File: src/rtl/anton_neopixel_stream_sequencer.sv
// ============================================================================
// Module   : anton_neopixel_stream_sequencer
// Purpose  : Step/bit/pixel sequencing and latch timing for the NeoPixel stream.
// Revision : 1.0 - initial release
// ============================================================================
`default_nettype none
`timescale 1ns/1ps

`ifndef BUFFER_END_DEFAULT
`define BUFFER_END_DEFAULT 1023
`endif
`ifndef RESET_DELAY_DEFAULT
`define RESET_DELAY_DEFAULT 383
`endif

module anton_neopixel_stream_sequencer #(
    parameter int  BUFFER_END     = `BUFFER_END_DEFAULT,
    parameter int  RESET_DELAY    = `RESET_DELAY_DEFAULT,
    parameter int  PATTERN_STEPS  = 8,
    parameter int  FRAME_CNT_BITS = 16,
    localparam int BUFFER_BITS    = $clog2(BUFFER_END + 1),
    localparam int STEP_BITS      = $clog2(PATTERN_STEPS)
) (
    input  logic                      clk6_4mhz,
    input  logic                      rstn,
    input  logic                      regCtrlInit,
    input  logic                      regCtrlRun,
    input  logic                      regCtrlLoop,
    input  logic                      regCtrlLimit,
    input  logic                      regCtrl32bit,
    input  logic                      regCtrlRgbw,
    input  logic [12:0]               regMin,
    input  logic [12:0]               regMax,
    input  logic                      initSlow,
    output logic                      initSlowDone,
    output logic [STEP_BITS-1:0]      bitPatternIndex,
    output logic [4:0]                pixelBitIndex,
    output logic [BUFFER_BITS-1:0]    pixelIndex,
    output logic [BUFFER_BITS-1:0]    pixelIndexMax,
    output logic [1:0]                state,
    output logic                      streamOutput,
    output logic                      streamReset,
    output logic                      streamBitOf,
    output logic                      streamPixelOf,
    output logic                      streamSyncOf,
    output logic                      frameDone,
    output logic [FRAME_CNT_BITS-1:0] frameCount
);

    localparam int DELAY_BITS = (RESET_DELAY < 1) ? 1 : $clog2(RESET_DELAY + 1);
    localparam logic [DELAY_BITS-1:0] DELAY_LAST = DELAY_BITS'(RESET_DELAY);
    localparam logic [STEP_BITS-1:0]  STEP_LAST  = STEP_BITS'(PATTERN_STEPS - 1);

    typedef enum logic [1:0] {
        ST_IDLE     = 2'd0,
        ST_TRANSMIT = 2'd1,
        ST_LATCH    = 2'd2,
        ST_HALT     = 2'd3
    } state_t;

    state_t                    cur_state, nxt_state;
    logic [STEP_BITS-1:0]      step_q, step_d;
    logic [4:0]                bit_q, bit_d;
    logic [BUFFER_BITS-1:0]    pix_q, pix_d;
    logic                      bpp32_q, bpp32_d;
    logic                      stop_q, stop_d;
    logic [DELAY_BITS-1:0]     delay_q, delay_d;
    logic [FRAME_CNT_BITS-1:0] frame_cnt_q, frame_cnt_d;
    logic                      slow_seen_q, slow_done_q;

    logic [BUFFER_BITS-1:0]    start_idx, equiv_idx, stride;
    logic                      step_last, bit_last, last_pixel;
    logic                      bit_of, sync_of;
    logic                      unused_hi;

    assign unused_hi = ^{regMin[12:BUFFER_BITS], regMax[12:BUFFER_BITS]};

    assign pixelIndexMax = regCtrlLimit ? regMax[BUFFER_BITS-1:0] : BUFFER_BITS'(BUFFER_END);
    assign start_idx     = regCtrl32bit ? (regMin[BUFFER_BITS-1:0] & ~BUFFER_BITS'(3))
                                        : regMin[BUFFER_BITS-1:0];
    // In 32-bit stride mode a pixel owns the whole 4-byte slot, so compare its top byte.
    assign equiv_idx     = regCtrl32bit ? (pix_q | BUFFER_BITS'(3)) : pix_q;
    assign stride        = regCtrl32bit ? BUFFER_BITS'(4) : BUFFER_BITS'(1);
    assign last_pixel    = (equiv_idx >= pixelIndexMax);

    assign step_last = (step_q == STEP_LAST);
    assign bit_last  = (bit_q == (bpp32_q ? 5'd31 : 5'd23));
    assign bit_of    = (cur_state == ST_TRANSMIT) && step_last && bit_last;
    assign sync_of   = (cur_state == ST_LATCH) && (delay_q == DELAY_LAST);

    always_comb begin
        nxt_state   = cur_state;
        step_d      = step_q;
        bit_d       = bit_q;
        pix_d       = pix_q;
        bpp32_d     = bpp32_q;
        stop_d      = stop_q;
        delay_d     = delay_q;
        frame_cnt_d = frame_cnt_q;

        case (cur_state)
            ST_IDLE: begin
                if (regCtrlRun) begin
                    nxt_state = ST_TRANSMIT;
                    step_d    = '0;
                    bit_d     = '0;
                    pix_d     = start_idx;
                    bpp32_d   = regCtrlRgbw;
                    stop_d    = 1'b0;
                end
            end
            ST_TRANSMIT: begin
                step_d = step_q + STEP_BITS'(1);
                if (!regCtrlRun) begin
                    stop_d = 1'b1;
                end
                if (step_last) begin
                    if (bit_last) begin
                        bit_d = '0;
                        pix_d = last_pixel ? start_idx : (pix_q + stride);
                        if (last_pixel || stop_q || !regCtrlRun) begin
                            nxt_state = ST_LATCH;
                        end
                    end else begin
                        bit_d = bit_q + 5'd1;
                    end
                end
            end
            ST_LATCH: begin
                delay_d = delay_q + DELAY_BITS'(1);
                if (sync_of) begin
                    delay_d     = '0;
                    frame_cnt_d = frame_cnt_q + FRAME_CNT_BITS'(1);
                    stop_d      = 1'b0;
                    if (regCtrlLoop && regCtrlRun && !stop_q) begin
                        nxt_state = ST_TRANSMIT;
                        step_d    = '0;
                        bit_d     = '0;
                        pix_d     = start_idx;
                        bpp32_d   = regCtrlRgbw;
                    end else if (regCtrlRun) begin
                        nxt_state = ST_HALT;
                    end else begin
                        nxt_state = ST_IDLE;
                    end
                end
            end
            ST_HALT: begin
                if (!regCtrlRun) begin
                    nxt_state = ST_IDLE;
                end
            end
            default: nxt_state = ST_IDLE;
        endcase

        if (initSlow) begin
            step_d = '0;
            bit_d  = '0;
            pix_d  = '0;
        end

        // Init overrides everything except the frame counter.
        if (regCtrlInit) begin
            nxt_state   = ST_IDLE;
            step_d      = '0;
            bit_d       = '0;
            pix_d       = '0;
            stop_d      = 1'b0;
            delay_d     = '0;
            frame_cnt_d = frame_cnt_q;
        end
    end

    always_ff @(posedge clk6_4mhz or negedge rstn) begin
        if (!rstn) begin
            cur_state   <= ST_IDLE;
            step_q      <= '0;
            bit_q       <= '0;
            pix_q       <= '0;
            bpp32_q     <= 1'b0;
            stop_q      <= 1'b0;
            delay_q     <= '0;
            frame_cnt_q <= '0;
            slow_seen_q <= 1'b0;
            slow_done_q <= 1'b0;
        end else begin
            cur_state   <= nxt_state;
            step_q      <= step_d;
            bit_q       <= bit_d;
            pix_q       <= pix_d;
            bpp32_q     <= bpp32_d;
            stop_q      <= stop_d;
            delay_q     <= delay_d;
            frame_cnt_q <= frame_cnt_d;
            slow_seen_q <= initSlow;
            slow_done_q <= initSlow & ~slow_seen_q;
        end
    end

    assign initSlowDone    = slow_done_q;
    assign bitPatternIndex = step_q;
    assign pixelBitIndex   = bit_q;
    assign pixelIndex      = pix_q;
    assign state           = cur_state;
    assign streamOutput    = (cur_state == ST_TRANSMIT);
    assign streamReset     = (cur_state == ST_LATCH);
    assign streamBitOf     = bit_of;
    assign streamPixelOf   = bit_of && last_pixel;
    assign streamSyncOf    = sync_of;
    assign frameDone       = sync_of && !regCtrlInit;
    assign frameCount      = frame_cnt_q;

endmodule

`default_nettype wire

File: config.mk
export PLATFORM = sky130hd
export DESIGN_NAME = anton_neopixel_stream_sequencer
export DESIGN_NICKNAME = d
export VERILOG_FILES = /design/src/rtl/anton_neopixel_stream_sequencer.sv
export SDC_FILE = /design/constraint.sdc
export NUM_CORES = 1
export LEC_CHECK = 0
export ABC_AREA = 1
export CAP_MARGIN = 15
export CORE_MARGIN = 1
export CORE_UTILIZATION = 50
export CTS_CLUSTER_DIAMETER = 30
export DETAILED_ROUTE_END_ITERATION = 10
export PLACE_DENSITY = 0.93
export SYNTH_ARGS = -nofsm -noshare
export SYNTH_HDL_FRONTEND = slang
export SYNTH_SLANG_ARGS = --single-unit
export TNS_END_PERCENT = 10
File: constraint.sdc
create_clock -name clk6_4mhz -period 2.4 [get_ports clk6_4mhz]
set_input_delay 0.48 -clock clk6_4mhz [delete_from_list [all_inputs] [get_ports clk6_4mhz]]
set_output_delay 0.48 -clock clk6_4mhz [all_outputs]
set_load 0.03 [all_outputs]
==> Word-level counts from Yosys, hierarchy flattened <==
Cells that the tools add are included.
{ "totals": {"reg_bits": 49, "out_inout_bits": 53, "elab_cells": 114} }
{ "classes": {"n_addsub": 5, "magnitude_cmp": 1, "n_eq_ne": 21, "mux": 50, "n_bitwise": 3, "n_reduce_logical": 24} }
{ "ops": {"columns": ["cell", "n"], "rows": [
  ["$mux 10", 9],
  ["$mux 5", 7],
  ["$pmux 10 s3", 1],
  ["$mux 9", 3],
  ["$mux 2", 11],
  ["$mux 3", 6],
  ["$add 16x1->16 const B", 1],
  ["$ne 4x3->1 const B", 4],
  ["$pmux 5 s3", 1],
  ["$ne 3x2->1 const B", 4],
  ["$reduce_and 4->1", 3],
  ["$reduce_and 6->1", 2],
  ["$add 10x3->10", 1],
  ["$ge 10x10->1", 1],
  ["$add 9x1->9 const B", 1],
  ["$eq 9x9->1 const B", 1],
  ["$ne 3x3->1 const B", 3],
  ["$pmux 3 s3", 1],
  ["$pmux 2 s4", 1],
  ["$logic_and 1x1->1", 7],
  ["$mux 1", 7],
  ["$add 5x1->5 const B", 1],
  ["$eq 5x5->1", 1],
  ["$reduce_and 5->1", 1],
  ["other kinds (19)", 26]
]} }

==> Longest topological paths before layout <==
{ "logic_depth": {"word_depth": 9, "ltp_mapped": 14} }

==> Least setup slack after synthesis <==
Ideal clock, no wire load.
{ "synth_path": {"path_kind": "register -> output", "startpoint": "register cur_state[1], in the netlist state[1]", "endpoint": "output port streamPixelOf", "t_arrival_ps": 2064, "required_ps": 1920, "setup_slack_ps": -144, "path_stages_with_launch": 7, "path_buffers": 0, "path_cell_list": "dfrtp_1 > inv_1 > ha_1 > inv_1 > nor2_1 > o21ai_0 > inv_1"} }
{ "synth_between": {"elab_chain_len": 4} }
{ "synth_lines": {"columns": ["element", "line", "source"], "rows": [
  ["start: declaration", "61", "state_t cur_state, nxt_state;"],
  ["start signal: assignment", "187", "cur_state <= nxt_state;"],
  ["$eq 2x1->1", null, null],
  ["named net streamOutput", "41", "output logic streamOutput,"],
  ["$logic_and 1x1->1 (2 in series)", "88", "assign bit_of = (cur_state == ST_TRANSMIT) && step_last && bit_last;"],
  ["named net streamBitOf", "43", "output logic streamBitOf,"],
  ["$logic_and 1x1->1", "208", "assign streamPixelOf = bit_of && last_pixel;"],
  ["end: declaration", "44", "output logic streamPixelOf,"]
]} }
The timed path passes the listed nets, and every way through them passes these cells.

==> Worst setup path in the final report <==
{ "layout_path": {"startpoint": "input port regMax[0]", "endpoint": "output port streamPixelOf"} }
{ "layout_between": {"elab_chain_len": 3} }
{ "layout_lines": {"columns": ["element", "line", "source"], "rows": [
  ["start: declaration", "33", "input logic [12:0] regMax,"],
  ["$mux 10", "78", "assign pixelIndexMax = regCtrlLimit ? regMax[BUFFER_BITS-1:0] : BUFFER_BITS'(BUFFER_END);"],
  ["$ge 10x10->1", "84", "assign last_pixel = (equiv_idx >= pixelIndexMax);"],
  ["$logic_and 1x1->1", "208", null]
]} }
No other way between the ends.

==> out/metrics.yaml <==
yosys:
  yosys-top-cells-count: "142 x nand2_1, 69 x inv_1, 49 x dfrtp_1"
  netlist.area_leader.share: 0.354
  netlist_top_cells_area: "dfrtp_1 35%, nand2_1 15%, ha_1 8.7%, inv_1 7.5%, nand4_1 4.9%"
  ys_async_sr_fraction: 1.00
  synth.distinct_cells: 34
  yosys.area.top_type: "dfrtp_1"
  synth.avg_cell_area_sq_um: 7.28
  synth_area_sq_um: 3470
  yosys_warnings: 0
  yosysSeqAreaShare: 0.354
  synth-edff-count: 0
  synthFlopType: "dfrtp_1"
  syn-instance-count: 476
  synth_nets: 535
  synth-seq-cells: 49
  synth_most_common_cell: "nand2_1"
global_routing:
  grt_pass1_vias: 3597
  grt_usage: 0.272
  grt-ovfl-total: 0
  grt_max_degree: 30
  grt_pass1_wl_um: 15900
  antenna_found_initial: 0
routing:
  via_count: 3690
  routed_wl_um: 9820
  first_pass_iters: 6
  drtIter0Drc: 159
  vias_per_cell: 5.43
  drc: 0
  wl_per_cell_um: 14.4
  ant_nets: 0
final_layout:
  nets: 661
  area_delta_synth_final_pct: 42.8
  design_area_sq_um: 4950
  fill_cells: 427
  drive_gt1_frac: 0.206
  n_antenna_cell: 0
  final_util: 0.758
power:
  power_density_nw_per_um2: 625
  cellLeakagePower_uw: 0.00246
  vdd_drop_max_mv: 0.374
setup_path:
  critPathCaptureType: "output port"
  cp_slowest_cell: "ha_1"
  timing.rr.start: "pixelIndex[7]"
  crit_arrival_ns: 1.88
  crit_type: "in2out"
  crit_path_start: "regMax[0]"
  start_kind: "input pin"
  cp.required_ns: 1.92
  cp_num_buf_inv: 5
  crit_fanout: 2
  crit_top_cell: "nand2_1"
  path_cells: "dlygate4sd2_1 -> or2_4 -> ha_1 -> inv_1 -> nand2_1 -> nand2_1 -> nand2_1 -> nand3_2 -> inv_2 -> o21ai_2 -> inv_2 -> buf_6"
  cpPeakStageDelay_ns: 0.27
  cp_top_family: "buffers and inverters"
timing:
  rsz0062_at_grt: "yes"
  drv_slew: 0
  relSlewSlack: 0.652
  finalCritPeriodShare: 0.983
  worst_pin_slew_ns: 0.522
  fin_worst_skew_ns: 0.00657
  fin_crit_ns: 2.36
  setup_violations: 0
  hold_viol: 0
  timing.fmax_mhz: 424
clock_network:
  root_buffer: "clkbuf_8"
  cts_tree: "yes"
  clock-sinks: 49
  cts_max_level: 2
  cts_buffer_depth: 2
  worst_skew_pair.late_latency_ns: 0.30
  cts_buffers: 5
  clk_pin_slew_ns: 0.09
floorplanning:
  die_area_sq_um: 7270
  start_util: 0.531
  core_area_sq_um: 6530
  die_h_um: 85.3
  io_pins: 88
  std_cell_rows: 29
  dieWidth_um: 85.3
placement:
  gp_congestion: 0.938
  hpwl_um: 7120
  place.port_buffers: 81
  dpl_cell_area_sq_um: 4560
flow_run:
  drv_cap: 0
outcome:
  outcome: "completed"
worst_hold_path:
  hold_path.class: "in2async"
## cells in the final DEF, fill, tap and decap left out, types with 2 or more instances in the layout
master	n
dlygate4sd2_1	8
dfrtp_1	48
nand4_1	27
nor2_1	28
nor3_2	2
inv_1	65
buf_2	2
inv_2	12
nor3_1	7
o21ai_0	9
o21ai_1	3
xor2_1	12
nand4_2	3
nand2_2	8
ha_4	6
buf_4	44
clkbuf_8	5
nand2_1	136
clkdlybuf4s50_1	63
nor2_4	15
clkbuf_1	3
dlymetal6s2s_1	3
ha_2	4
nand3b_1	4
a21oi_1	8
nor4_1	2
ha_1	14
a21oi_2	2
nor2_2	5
xnor2_1	7
buf_6	3
nand3_2	3
nand3_1	27
## cell type report
type	instances	area, sq um	share of cell area
Sequential cell	49	1230	0.248
Tap cell	77	96.3	0.0195
Clock buffer	8	80.1	0.0162
Timing Repair Buffer	126	1150	0.233
Inverter	78	298	0.0602
Multi-Input combinational cell	342	2100	0.423
## flip-flops by register name, summed over array words and instances, names as in the netlist
name             flops
frameCount          16
bitPatternIndex      3
pixelIndex          10
slow_seen_q          1
initSlowDone         1
delay_q              9
bpp32_q              1
pixelBitIndex        5
state                2
stop_q               1
## per-stage QoR
| stage | hold slack [ns] | setup slack [ns] | total power, uW | TNS (ns) | instances |
|---|---|---|---|---|---|
| 2_1_floorplan | 0.184 | 0.0268 | 1890 | 0 | 476 |
| 3_3_place_gp | 0.383 | -0.385 | 2390 | -3.07 | 658 |
| 3_5_place_dp | 0.389 | -0.466 | 2450 | -4.69 | 658 |
| 4_1_cts | 0.154 | 0.0146 | 3000 | 0 | 674 |
| 5_1_grt | 0.169 | -0.0588 | 3270 | -0.0747 | 680 |
| 6_report | 0.146 | 0.0398 | 3090 | 0 | 680 |
## power breakdown
part	leakage, uW	internal (uW)	switching [uW]
Combinational	0.00180	653	929
Clock	0.0000395	208	263
Sequential	0.000618	919	122
Total	0.00246	1780	1310
## cell families after synthesis
group,synth area share
AND/OR/NAND/NOR,0.370
buffers and inverters,0.0975
flip-flops,0.354
AO/OA/AOI/OAI,0.0444
adder cells (fa/ha/maj),0.0866
XOR/XNOR,0.0480
## metal layers
layer  track usage  share of wire  up-vias
met3        0.0447          0.052       27
met2         0.513           0.53      141
met1         0.310           0.39     1752
met5             0              0        -
li1              -              -     1770
met4        0.0909          0.024        0
## path summary, 6_finish.rpt
check / end / slack [ns] / cells past startpoint
min in group clk6_4mhz: initSlowDone / 0.40 / 1
max in group asynchronous: pixelIndex[1] / 1.71 / 2
min: pixelBitIndex[4] / 0.15 / 1
max reg2reg: pixelIndex[6] / 0.13 / 16
min reg2reg: initSlowDone / 0.40 / 1
max: streamPixelOf / 0.04 / 12
## repair_timing
item	in CTS	in global routing
buffers inserted	7	6
pin swaps	10	7
endpoints found under the hold margin	0	0
resized for setup	45	26
cloned	1	0
hold buffers	0	0
setup endpoints to repair	13	14
Power figures use the tool's default switching activity.
